`config.mk`:
```
export PLATFORM = sky130hd
export DESIGN_NAME = fetch_unit
export DESIGN_NICKNAME = d
export VERILOG_FILES = /design/src/rtl/fetch_unit.sv
export SDC_FILE = /design/constraint.sdc
export NUM_CORES = 1
export LEC_CHECK = 0
export CAP_MARGIN = 20
export CORE_UTILIZATION = 31
export DETAILED_ROUTE_END_ITERATION = 16
export DONT_BUFFER_PORTS = 1
export GPL_ROUTABILITY_DRIVEN = 1
export GPL_TIMING_DRIVEN = 0
export HOLD_SLACK_MARGIN = 0.12
export SYNTH_ARGS = -nofsm -noshare
export SYNTH_HDL_FRONTEND = slang
export SYNTH_SLANG_ARGS = --single-unit
```
`constraint.sdc`:
```
create_clock -name clk -period 4.3 [get_ports clk]
set_clock_uncertainty 0.2 [all_clocks]
set_input_delay 0.43 -clock clk [delete_from_list [all_inputs] [get_ports clk]]
set_output_delay 0.43 -clock clk [all_outputs]
set_load 0.01 [all_outputs]
```
`src/rtl/fetch_unit.sv`:
```
`default_nettype none
// ============================================================================
//  Module      : fetch_unit
//  Description : RV32I instruction-fetch front end. Holds the PC, reads words
//                from instruction memory and hands them to the decode stage.
//  Revision    : 1.0 - initial release
// ============================================================================
module fetch_unit #(
  parameter logic [31:0] RESET_PC  = 32'h0000_0000,
  parameter logic [31:0] NOP_INSTR = 32'h0000_0013
) (
  input  logic        clk,
  input  logic        reset,
  input  logic [1:0]  PC_sel,
  input  logic [31:0] branch_target,
  input  logic [31:0] jump_target,
  input  logic        advance,
  output logic        imem_req,
  output logic [31:0] imem_addr,
  input  logic        imem_ready,
  input  logic        imem_rvalid,
  input  logic [31:0] imem_rdata,
  output logic [31:0] Instruction,
  output logic        instr_valid,
  output logic [31:0] PC,
  output logic [31:0] PC_plus4,
  output logic        misaligned_fault,
  output logic [31:0] retired_count
);

  localparam logic [2:0] S_IDLE  = 3'd0;
  localparam logic [2:0] S_REQ   = 3'd1;
  localparam logic [2:0] S_WAIT  = 3'd2;
  localparam logic [2:0] S_VALID = 3'd3;
  localparam logic [2:0] S_FAULT = 3'd4;

  localparam logic [1:0] c_SEL_SEQ    = 2'b00;
  localparam logic [1:0] c_SEL_BRANCH = 2'b01;
  localparam logic [1:0] c_SEL_JALR   = 2'b10;
  localparam logic [1:0] c_SEL_HOLD   = 2'b11;

  logic [2:0]  r_state;
  logic [2:0]  w_next_state;
  logic [31:0] r_pc;
  logic [31:0] r_instr;
  logic        r_fault;
  logic [31:0] r_retired;

  logic [31:0] w_pc_plus4;
  logic [31:0] w_jalr_target;
  logic [31:0] w_next_pc;
  logic        w_misaligned;
  logic        w_redirect;
  logic        w_retire;
  logic        w_take_fault;
  logic        w_accept;
  logic        w_capture;

  assign w_pc_plus4    = r_pc + 32'd4;
  // JALR clears bit 0 only; a set bit 1 must still reach the alignment check.
  assign w_jalr_target = jump_target & ~32'd1;

  always_comb begin
    w_next_pc = r_pc;
    case (PC_sel)
      c_SEL_SEQ:    w_next_pc = w_pc_plus4;
      c_SEL_BRANCH: w_next_pc = branch_target;
      c_SEL_JALR:   w_next_pc = w_jalr_target;
      default:      w_next_pc = r_pc;
    endcase
  end

  assign w_misaligned = |w_next_pc[1:0];
  assign w_redirect   = (r_state == S_VALID) && advance && (PC_sel != c_SEL_HOLD);
  assign w_retire     = w_redirect && !w_misaligned;
  assign w_take_fault = w_redirect && w_misaligned;
  assign w_accept     = (r_state == S_REQ) && imem_ready;
  assign w_capture    = (r_state == S_WAIT) && imem_rvalid;

  // State register
  always_ff @(posedge clk) begin
    if (reset) begin
      r_state <= S_IDLE;
    end else begin
      r_state <= w_next_state;
    end
  end

  // Next-state logic
  always_comb begin
    w_next_state = r_state;
    case (r_state)
      S_IDLE:  w_next_state = S_REQ;
      S_REQ:   if (w_accept) w_next_state = S_WAIT;
      S_WAIT:  if (imem_rvalid) w_next_state = S_VALID;
      S_VALID: begin
        if (w_take_fault) begin
          w_next_state = S_FAULT;
        end else if (w_retire) begin
          w_next_state = S_REQ;
        end
      end
      S_FAULT: w_next_state = S_FAULT;
      default: w_next_state = S_IDLE;
    endcase
  end

  // Output decode
  always_comb begin
    imem_req    = 1'b0;
    instr_valid = 1'b0;
    case (r_state)
      S_REQ:   imem_req    = 1'b1;
      S_VALID: instr_valid = 1'b1;
      default: begin
        imem_req    = 1'b0;
        instr_valid = 1'b0;
      end
    endcase
  end

  // Datapath: PC, held instruction, fault flag and retire counter
  always_ff @(posedge clk) begin
    if (reset) begin
      r_pc      <= RESET_PC;
      r_instr   <= NOP_INSTR;
      r_fault   <= 1'b0;
      r_retired <= 32'd0;
    end else begin
      if (w_capture) begin
        r_instr <= imem_rdata;
      end
      if (w_retire) begin
        r_pc      <= w_next_pc;
        r_instr   <= NOP_INSTR;
        r_retired <= r_retired + 32'd1;
      end
      if (w_take_fault) begin
        r_fault <= 1'b1;
        r_instr <= NOP_INSTR;
      end
    end
  end

  assign imem_addr        = r_pc;
  assign PC               = r_pc;
  assign PC_plus4         = w_pc_plus4;
  assign Instruction      = r_instr;
  assign misaligned_fault = r_fault;
  assign retired_count    = r_retired;

endmodule
`default_nettype wire

```
### After elaboration in Yosys (flattened, before gate mapping)

Index checks and enable logic that the tools add are counted.

* bits in registers: 100
* bits in latches: 0
* bits in writable memories: 0
* bits in read-only memories: 0
* input port bits: 103
* output and inout port bits: 163
* logic and storage cells: 40
* memories: 0

* $add $sub $neg: 2
* $mul: 0
* div/mod/pow operators: 0
* order comparisons: 0
* equal/unequal tests: 10
* shift operators: 0
* muxes and demuxes: 8
* bitwise logic cells: 0
* reduce and logical (&&, ||, !) cells: 14

Operator list (number)
* $pmux 32 s3: 1
* $add 32x1->32 const B: 1
* $add 32x3->32 const B: 1
* $pmux 3 s5: 1
* $mux 3: 4
* $eq 3x2->1 const B: 2
* $logic_and 1x1->1: 6
* $ne 2x2->1 const B: 3
* $eq 3x1->1 const B: 1
* $eq 3x3->1 const B: 1
* $logic_not 3->1: 1
* $ne 3x3->1 const B: 1
* $reduce_and 3->1: 1
* $reduce_bool 3->1: 1
* $reduce_or 3->1: 1
* $eq 2x1->1 const B: 1
* $eq 2x2->1 const B: 1
* $logic_not 2->1: 1
* $mux 1: 2
* $reduce_and 2->1: 1
* $reduce_or 2->1: 1
* $logic_not 1->1: 1

### Logic depth before layout (Yosys ltp)

Gate-level depths: netlist of the first run.

* word-level depth: 8
* gate-level depth with buffers: 8

### Worst setup path after synthesis of the first run

No wires, ideal clock.

* path kind: register to output
* start point: reg r_pc[11], in the netlist PC[11]
* end point: out PC_plus4[30]
* data arrival time: 2.037 ns
* path slack: 1.633 ns
* stages on the path, launching flop included: 7
* buffers on the path: 2
* cell sequence: dfxtp_1 -> buf_2 -> nand4_1 -> or4_1 -> clkbuf_1 -> o31a_1 -> or2_2

* word-level cells in the longest chain between the ends: 1

RTL lines
* from (decl): RTL line 44 `logic [31:0] r_pc;`
* from (signal assigned): RTL line 134 `r_pc <= w_next_pc;`
* $add 32x3->32: RTL line 59 `assign w_pc_plus4 = r_pc + 32'd4;`
* to (decl): RTL line 26 `output logic [31:0] PC_plus4,`

Every way passes these cells.

### Worst setup path after layout of the first run

* start point: reg r_pc[4], in the netlist PC[4]
* end point: out PC_plus4[22]

The elaborated chain is that of the path after synthesis.

==> flow_summary.toml, run 1 <==
[min_path]
hold_depth = 2
hold_start = "jump_target[2]"
min_to = "PC[2]$_SDFFE_PP0P_"
hold_class = "input port to register"

[synth]
yosys_warnings = 0
syn-num-nets = 839
synth_top_family_by_area = "simple AND/OR/NAND/NOR gates"
synth-edff-count = 0
synth_compound_gate_area_share = 0.207
synthXorXnorAreaFrac = 0.0614
yosys.area_share.adder = 0.00439
yosysSeqAreaShare = 0.351
ys.flop_type = "dfxtp_1"
synthSimpleGateAreaFrac = 0.262
yosys.area.top_type_share = 0.351
synthArstFlopShare = 0
yosys-mux-area-fraction = 0.0129
yosysUniqueCellTypes = 62
synthTopCellsByArea = "dfxtp_1 (35%), nand2_1 (6.6%), a21oi_1 (6.5%)"
syn_avg_cell_area_um2 = 7.77
syn_area_mm2 = 0.00570
syn_inst = 734
ys_ff_latch = 100
yosys.area.top_type = "dfxtp_1"

[floorplan]
row_count = 49
die_area_mm2 = 0.0189
die_h_um = 138
io-pin-count = 266
start_util = 0.316
die_w_um = 138
core_mm2 = 0.0180

[cells_and_area]
fin_util = 0.371
diodes = 0
nNetsFinal = 889
multiInputGateArea_mm2 = 0.00312
drive_gt1_frac = 0.0990
fin_cells = 1017
fillCellCount = 1913
area_growth_pct = 17.3
seqCellArea_mm2 = 0.00200
fin_area_mm2 = 0.00669

[sta]
min_period_ns = 3.62
hold_viol = 0
rsz0062_at_grt = "false"
slew-limit-headroom = 0.491
fin_crit_sh = 0.841
fmax_mhz = 277
final-setup-viol-count = 0
tightestPinTransition_ns = 0.764
tns_ns = 0
finalMaxSlewViolations = 0

[grt]
grt_max_degree = 17
grt-ovfl-total = 0
grt_pass1_wl_um = 29600
grt_pass1_vias = 5209
antenna_found_initial = 1
grt_usage = 0.210

[setup_path]
crit_type = "register to output pin"
crit_start = "PC[4]$_SDFFE_PP0P_"
critPathSlowestCell = "nor4_1"
critical_path.max_fanout = 9
crit_chain = "clkbuf_1, nand4_1, nor4_1, nand4_1, xnor2_1"
rrSetupSlack_ns = 1.24
cp.required_ns = 3.67
max_stage_delay_ns = 0.71
r2r_start = "PC[4]$_SDFFE_PP0P_"
timing.critical_path.mode_cell = "nand4_1"
cp_num_buf_inv = 1
critPathArrivalTime_ns = 2.99
cp_top_family = "simple AND/OR/NAND/NOR gates"
worstSetupEndpointType = "output pin"
reg2reg_to = "PC[18]$_SDFFE_PP0P_"
reg2regPathDepth = 7
startpoint_type = "register"

[clock_network]
numCtsBuffers = 9
cts_tree = "yes"
ctsLongestPathBuffers = 2
post_cts_buffers = 0
cts_root_buffer = "clkbuf_16"
cts_htree_levels = 3
clk_pin_slew_ns = 0.06
clock_sinks = 100
cts.repair.resized = 0
worstSkewPairLatency_ns = 0.36

[power]
power_leakage_uw = 0.00223
p_per_area_mw_per_mm2 = 302
max-vdd-ir-drop_v = 0.000212
p_total_uw = 2020

[placed_design]
dp_hpwl_um = 15000
placed_cell_area_mm2 = 0.00600
routabilityCongestion = 0.914
placedCellCount = 964
portBuffers = 0

[route]
drtIter0Drc = 363
ant_nets = 0
viasPerCell = 5.63
wirelength_um = 20500
drc = 0
routedWlPerCell_um = 20.2
dr.pass1.iters = 5
vias = 5721

[outcome]
status = "completed"

[flow_run]
cap_violations = 0
-- how the worst max path moves through the flow --
stage                                      to  depth (start not counted)  slack (ns)
final                            PC_plus4[22]                          5        0.68
after floorplan                  PC_plus4[30]                          6        1.63
after CTS                        PC_plus4[22]                          5        0.73
after global placement    PC[25]$_SDFFE_PP0P_                          8        1.03
after detailed placement         PC_plus4[22]                          5        1.12
after global routing             PC_plus4[22]                          5        0.54
-- sequential cells by signal, summed over array words and instances (netlist names) --
signal / cells
Instruction: 32
PC: 32
misaligned_fault: 1
r_state: 3
retired_count: 32
-- layout make-up --
cell class | count | area share
repair buffers | 39 | 0.0580
clock buffers | 10 | 0.0342
clock inverters | 5 | 0.0127
inverters | 20 | 0.0112
plain buffers | 91 | 0.0754
well taps | 229 | 0.0428
multi-input cells | 523 | 0.467
flip-flops and latches | 100 | 0.299
-- cell usage in the layout, fill, tap and decap left out, drive strengths merged, types with 12 or more instances in the layout --
| cell | n |
|---|---|
| a21oi | 74 |
| a22oi | 12 |
| nand2 | 102 |
| o31ai | 12 |
| clkbuf | 57 |
| dlygate4sd3 | 38 |
| nor4 | 20 |
| buf | 45 |
| o21ai | 25 |
| nor2 | 55 |
| nand3 | 24 |
| dfxtp | 100 |
| xnor2 | 29 |
| inv | 21 |
| nand4 | 21 |
-- per-stage QoR --
stage	setup slack, ns	hold WS, ns
6_report	0.684	0.140
5_1_grt	0.542	0.149
4_1_cts	0.730	0.124
3_5_place_dp	1.12	0.293
3_3_place_gp	1.03	0.288
2_1_floorplan	1.63	0.270
-- synthesized netlist by cell type, drive strengths merged (4+ instances only) --
cell	n
a211oi	7
a21oi	74
a222oi	4
a22o	7
a22oi	12
and3	7
and4	8
buf	44
clkbuf	47
dfxtp	100
inv	20
mux2i	4
nand2	102
nand2b	5
nand3	24
nand4	21
nor2	55
nor2b	4
nor3	11
nor4	20
o21ai	25
o31a	9
o31ai	12
o32ai	9
or3	7
or4	11
xnor2	29
xor2	11
-- cells by family (layout without fill, tap and decap cells) --
group | after synthesis | after routing
AND/OR/NAND/NOR | 293 | 293
AO/OA/AOI/OAI | 181 | 181
buffers and inverters | 111 | 165
flip-flops | 100 | 100
XOR/XNOR | 40 | 40
multiplexers | 7 | 7
adder cells (fa/ha/maj) | 2 | 2
-- where the power goes --
| group | leakage (uW) | total (uW) | switching (uW) | internal [uW] |
|---|---|---|---|---|
| logic | 0.00128 | 176 | 103 | 72.8 |
| clock network | 0.000149 | 888 | 377 | 511 |
| registers | 0.000807 | 955 | 17.8 | 937 |
| total | 0.00223 | 2020 | 498 | 1520 |
-- metal layers --
layer	track usage	share of wire
met4	0.0940	0.028
met5	0	0.00063
met2	0.346	0.47
met1	0.251	0.41
met3	0.0636	0.093
-- what timing repair did --
action,in CTS,in global routing
setup endpoints to repair,0,0
hold buffers,38,0
hold endpoints to repair,36,0
Note: power is estimated with default switching activity, not from simulation.
==> inputs of run 2 (changes only) <==
--- a/config.mk
+++ b/config.mk
@@ -5,6 +5,7 @@
 export SDC_FILE = /design/constraint.sdc
 export NUM_CORES = 1
 export LEC_CHECK = 0
+export ABC_AREA = 1
 export CAP_MARGIN = 20
 export CORE_UTILIZATION = 31
 export DETAILED_ROUTE_END_ITERATION = 16
==> constraint.sdc (replaced) <==
create_clock -name clk -period 3.2 [get_ports clk]
set_clock_uncertainty 0.2 [all_clocks]
set_input_delay 0.32 -clock clk [delete_from_list [all_inputs] [get_ports clk]]
set_output_delay 0.32 -clock clk [all_outputs]
set_load 0.01 [all_outputs]
==> flow_summary.toml, run 2 <==
[outcome]
status = "completed"

[route]
routedWlPerCell_um = 17.6
ant_nets = 0
wirelength_um = 24000
drc = 0
vias = 6715
dr.pass1.iters = 5
viasPerCell = 4.93
drtIter0Drc = 395

[setup_path]
worstSetupEndpointType = "register"
startpoint_type = "register"
r2r_start = "PC[2]$_SDFFE_PP0P_"
timing.critical_path.mode_cell = "nand2_1"
cp.required_ns = 3.26
crit_type = "register to register"
critPathSlowestCell = "dlygate4sd3_1"
reg2reg_to = "PC[11]$_SDFFE_PP0P_"
max_stage_delay_ns = 0.60
crit_end = "PC[11]$_SDFFE_PP0P_"
cp_num_buf_inv = 3
reg2regPathDepth = 10
crit_chain = "inv_1, nor2_2, nand2_1, nor2_1, nand2_1, nand3_1, nand4_1, dlygate4sd3_1, nand2_1, inv_1"
critical_path.max_fanout = 7
crit_start = "PC[2]$_SDFFE_PP0P_"
crit_cells = 10
rrSetupSlack_ns = 0.28
cp_top_family = "simple AND/OR/NAND/NOR gates"
critPathArrivalTime_ns = 2.99

[sta]
fmax_mhz = 342
tightestPinTransition_ns = 0.774
slew-limit-headroom = 0.484
fin_crit_sh = 0.914
rsz0062_at_grt = "false"
worst_slack_ns = 0.275
tns_ns = 0
final-setup-viol-count = 0
hold_viol = 0
min_period_ns = 2.92
finalMaxSlewViolations = 0

[cells_and_area]
area_growth_pct = 26.3
drive_gt1_frac = 0.0662
fin_area_mm2 = 0.00770
nNetsFinal = 1202
diodes = 0
final_cell_mix = "nand2_1 (277), nor2_1 (130), inv_1 (109)"
final_common_cell = "nand2_1"

[floorplan]
core_mm2 = 0.0190
io-pin-count = 266
die_h_um = 142
start_util = 0.321
die_area_mm2 = 0.0202
die_w_um = 142
row_count = 50

[clock_network]
cts_tree = "yes"
ctsLongestPathBuffers = 2
clock_sinks = 100
cts_root_buffer = "clkbuf_16"
worstSkewPairLatency_ns = 0.36
post_cts_buffers = 0
cts_htree_levels = 3
numCtsBuffers = 9
clk_pin_slew_ns = 0.08

[power]
p_per_area_mw_per_mm2 = 372
power_leakage_uw = 0.00302
max-vdd-ir-drop_v = 0.000265

[placed_design]
placed_cell_area_mm2 = 0.00642
routabilityCongestion = 0.928
dp_slack_ns = 0.501
dp_hpwl_um = 17800
portBuffers = 0

[synth]
ys.flop_type = "dfxtp_1"
syn_inst = 987
syn_area_mm2 = 0.00610
synth_commonest_cells = "nand2_1 (277), nor2_1 (131), inv_1 (109)"
yosys.area.top_type = "dfxtp_1"
ys_ff_latch = 100
yosys.area.top_type_share = 0.328
syn_avg_cell_area_um2 = 6.18
yosysMostFrequentCell = "nand2_1"
synthArstFlopShare = 0
syn-num-nets = 1092
yosysUniqueCellTypes = 29
yosys_warnings = 0
yosysSeqAreaShare = 0.328
synth-edff-count = 0
synthTopCellsByArea = "dfxtp_1 (33%), nand2_1 (17%), nor2_1 (8.1%)"

[grt]
grt-ovfl-total = 0
antenna_found_initial = 0
grt_usage = 0.236
grt_max_degree = 18
grt_pass1_vias = 6616
grt_pass1_wl_um = 36000

[min_path]
hold_depth = 3
hold_start = "reset"
hold_class = "input port to register"

[flow_run]
cap_violations = 0
==> run 2: power breakdown <==
part	leakage, uW	total, uW	internal, uW	switching [uW]
clock	0.000137	1100	561	538
sequential	0.000809	1370	1290	75.9
combinational	0.00207	398	183	215
total	0.00302	2860	2040	828
==> run 2: routing by layer <==
| layer | up-vias | wire length (um) | track usage |
|---|---|---|---|
| met4 | 0 | 576 | 0.0860 |
| met1 | 3063 | 9150 | 0.250 |
| met2 | 289 | 12300 | 0.439 |
| met3 | 37 | 1970 | 0.0683 |
| met5 | - | 0 | 0 |
| li1 | 3326 | - | - |
==> run 2: area by class of cell <==
cell class	count	area, um2
multi-input cells	702	3260
flip-flops and latches	100	2000
well taps	260	325
clock inverters	5	42.5
inverters	114	428
fillers	2052	11300
clock buffers	11	243
repair buffers	99	991
plain buffers	71	409
==> run 2: repair_timing <==
action | in CTS | in global routing
resized for setup | 0 | 1
setup endpoints to repair | 0 | 1
hold endpoints to repair | 64 | 1
hold buffers | 98 | 1
==> run 2: logic make-up after synthesis <==
family / after synthesis / synth area share
adder cells (fa/ha/maj): 2 / 0.00410
AO/OA/AOI/OAI: 181 / 0.166
AND/OR/NAND/NOR: 498 / 0.335
buffers and inverters: 185 / 0.137
flip-flops: 100 / 0.328
XOR/XNOR: 21 / 0.0302
==> run 2: stage by stage <==
| step | hold slack (ns) | total power [uW] | util | std cells |
|---|---|---|---|---|
| after floorplan | 0.267 | 1590 | - | 987 |
| after global placement | 0.280 | 1680 | 0.338 | 1247 |
| after detailed placement | 0.282 | 1680 | 0.338 | 1247 |
| after CTS | 0.123 | 2890 | 0.404 | 1361 |
| after global routing | 0.171 | 2990 | 0.405 | 1362 |
| final | 0.133 | 2860 | 0.405 | 1362 |
==> run 2: worst register-to-register path, cell delays in order (launching register included) <==
cell and delay (ns):
dfxtp_1 0.59, inv_1 0.19, nor2_2 0.34, nand2_1 0.23, nor2_1 0.30, nand2_1 0.11
nand3_1 0.08, nand4_1 0.10, dlygate4sd3_1 0.60, nand2_1 0.07, inv_1 0.03
==> run 2: how the worst min path moves through the flow <==
| stage | to | slack (ns) |
|---|---|---|
| 2_1_floorplan | Instruction[22]$_SDFFE_PP0P_ | 0.27 |
| 3_3_place_gp | Instruction[24]$_SDFFE_PP0P_ | 0.28 |
| 3_5_place_dp | Instruction[28]$_SDFFE_PP0P_ | 0.28 |
| 4_1_cts | Instruction[4]$_SDFFE_PP1P_ | 0.12 |
| 5_1_grt | Instruction[4]$_SDFFE_PP1P_ | 0.17 |
| 6_report | Instruction[4]$_SDFFE_PP1P_ | 0.13 |
==> inputs of run 3 (changes only) <==
--- a/config.mk
+++ b/config.mk
@@ -11,8 +11,8 @@
 export DETAILED_ROUTE_END_ITERATION = 16
 export DONT_BUFFER_PORTS = 1
 export GPL_ROUTABILITY_DRIVEN = 1
-export GPL_TIMING_DRIVEN = 0
 export HOLD_SLACK_MARGIN = 0.12
+export SLEW_MARGIN = 0
 export SYNTH_ARGS = -nofsm -noshare
 export SYNTH_HDL_FRONTEND = slang
 export SYNTH_SLANG_ARGS = --single-unit
==> flow_summary.toml, run 3 (synthesis gave the netlist of run 2 again) <==
[route]
vias = 6430
dr.pass1.iters = 5
drtIter0Drc = 271
routedWlPerCell_um = 16.6
wirelength_um = 21700
viasPerCell = 4.93
drc = 0
ant_nets = 0

[floorplan]
die_w_um = 142
die_h_um = 142
start_util = 0.321
io-pin-count = 266
row_count = 50
die_area_mm2 = 0.0202
core_mm2 = 0.0190

[sta]
final-setup-viol-count = 0
tightestPinTransition_ns = 0.617
fmax_mhz = 354
fin_crit_sh = 0.882
finalMaxSlewViolations = 0
tns_ns = 0
rsz0062_at_grt = "false"
slew-limit-headroom = 0.589
min_period_ns = 2.82
hold_ws_ns = 0.138
hold_viol = 0

[clock_network]
clk_pin_slew_ns = 0.08
worstSkewPairLatency_ns = 0.36
numCtsBuffers = 9
ctsLongestPathBuffers = 2
cts_root_buffer = "clkbuf_16"
cts_htree_levels = 3
clock_sinks = 100
cts.repair.resized = 0
cts_tree = "yes"

[setup_path]
cp.required_ns = 3.26
worstSetupEndpointType = "register"
crit_end = "PC[11]$_SDFFE_PP0P_"
crit_start = "PC[2]$_SDFFE_PP0P_"
critPathArrivalTime_ns = 2.88
r2r_start = "PC[2]$_SDFFE_PP0P_"
timing.critical_path.mode_cell = "nand2_1"
rrSetupSlack_ns = 0.38
crit_chain = "inv_1, nor2_1, nand2_1, nor2_1, nand2_1, nand3_1, nand4_1, dlygate4sd3_1, nand2_1, inv_1"
critPathSlowestCell = "dlygate4sd3_1"
max_stage_delay_ns = 0.60
reg2regPathDepth = 10
reg2reg_to = "PC[11]$_SDFFE_PP0P_"
critical_path.max_fanout = 5
startpoint_type = "register"
crit_type = "register to register"

[placed_design]
routabilityCongestion = 0.956
portBuffers = 0
dp_hpwl_um = 15200
placedCellCount = 1189

[grt]
gr-max-usage-layer = "met2"
met3_usage = 0.0673
antenna_found_initial = 1
grt_use_met1 = 0.213
grt_pass1_vias = 6059
grt-ovfl-total = 0
grt_max_degree = 62
grt_usage = 0.208
use_met2 = 0.380
grt_pass1_wl_um = 32300

[power]
max-vdd-ir-drop_v = 0.000223
p_per_area_mw_per_mm2 = 386
p_total_uw = 2860
power_leakage_uw = 0.00283

[cells_and_area]
final_common_cell = "nand2_1"
drive_gt1_frac = 0.0432
fin_cells = 1303
nNetsFinal = 1142
area_growth_pct = 21.4
fin_util = 0.389
final_cell_mix = "nand2_1 (277), nor2_1 (130), inv_1 (109)"

[outcome]
status = "completed"

[min_path]
hold_class = "input port to register"

[flow_run]
cap_violations = 0
-- run 3: how the worst min path moves through the flow --
stage | from | to | slack [ns] | cells after the start
2_1_floorplan | Instruction[22]$_SDFFE_PP0P_ | Instruction[22]$_SDFFE_PP0P_ | 0.27 | 2
3_3_place_gp | reset | r_state[2]$_SDFFE_PP0P_ | 0.20 | 1
3_5_place_dp | reset | misaligned_fault$_SDFFE_PP0P_ | 0.20 | 1
4_1_cts | reset | Instruction[1]$_SDFFE_PP1P_ | 0.12 | 3
5_1_grt | PC_sel[0] | r_state[1]$_SDFFE_PP0P_ | 0.15 | 4
6_report | reset | Instruction[1]$_SDFFE_PP1P_ | 0.14 | 3
-- run 3: power by group --
part | internal, uW | switching, uW | total, uW | leakage (uW)
logic | 164 | 192 | 356 | 0.00188
registers | 1290 | 78.4 | 1370 | 0.000809
clock network | 557 | 577 | 1130 | 0.000148
-- run 3: timing repair --
item,4_1_cts,5_1_grt
buffers inserted,0,0
hold endpoints to repair,92,0
hold buffers,97,0
-- run 3: cell type report --
type | instances | area, um2
multi-input combinational | 702 | 3270
clock buffer | 9 | 225
antenna | 1 | 2.50
inverter | 114 | 428
fill | 2040 | 11600
clock inverter | 7 | 73.8
timing repair buffer | 110 | 1080
sequential | 100 | 2000
tap | 260 | 325
-- run 3: per-stage QoR --
step	instance area (um2)	setup WS, ns
2_1_floorplan	6100	1.24
3_3_place_gp	6120	0.844
3_5_place_dp	6120	0.815
4_1_cts	7400	0.412
5_1_grt	7400	0.143
6_report	7400	0.379
-- run 3: critical path: cells and delay by family, from the launching register on --
family,cells,cell delay (ns)
AND/OR/NAND/NOR,7,1.31
flip-flops,1,0.45
buffers and inverters,3,0.77
-- run 3: per-layer routing --
layer / vias to the layer above / routed length (um)
met5: - / 0
met4: 0 / 707
met3: 46 / 1810
met2: 272 / 11000
met1: 2904 / 8170
li1: 3208 / -
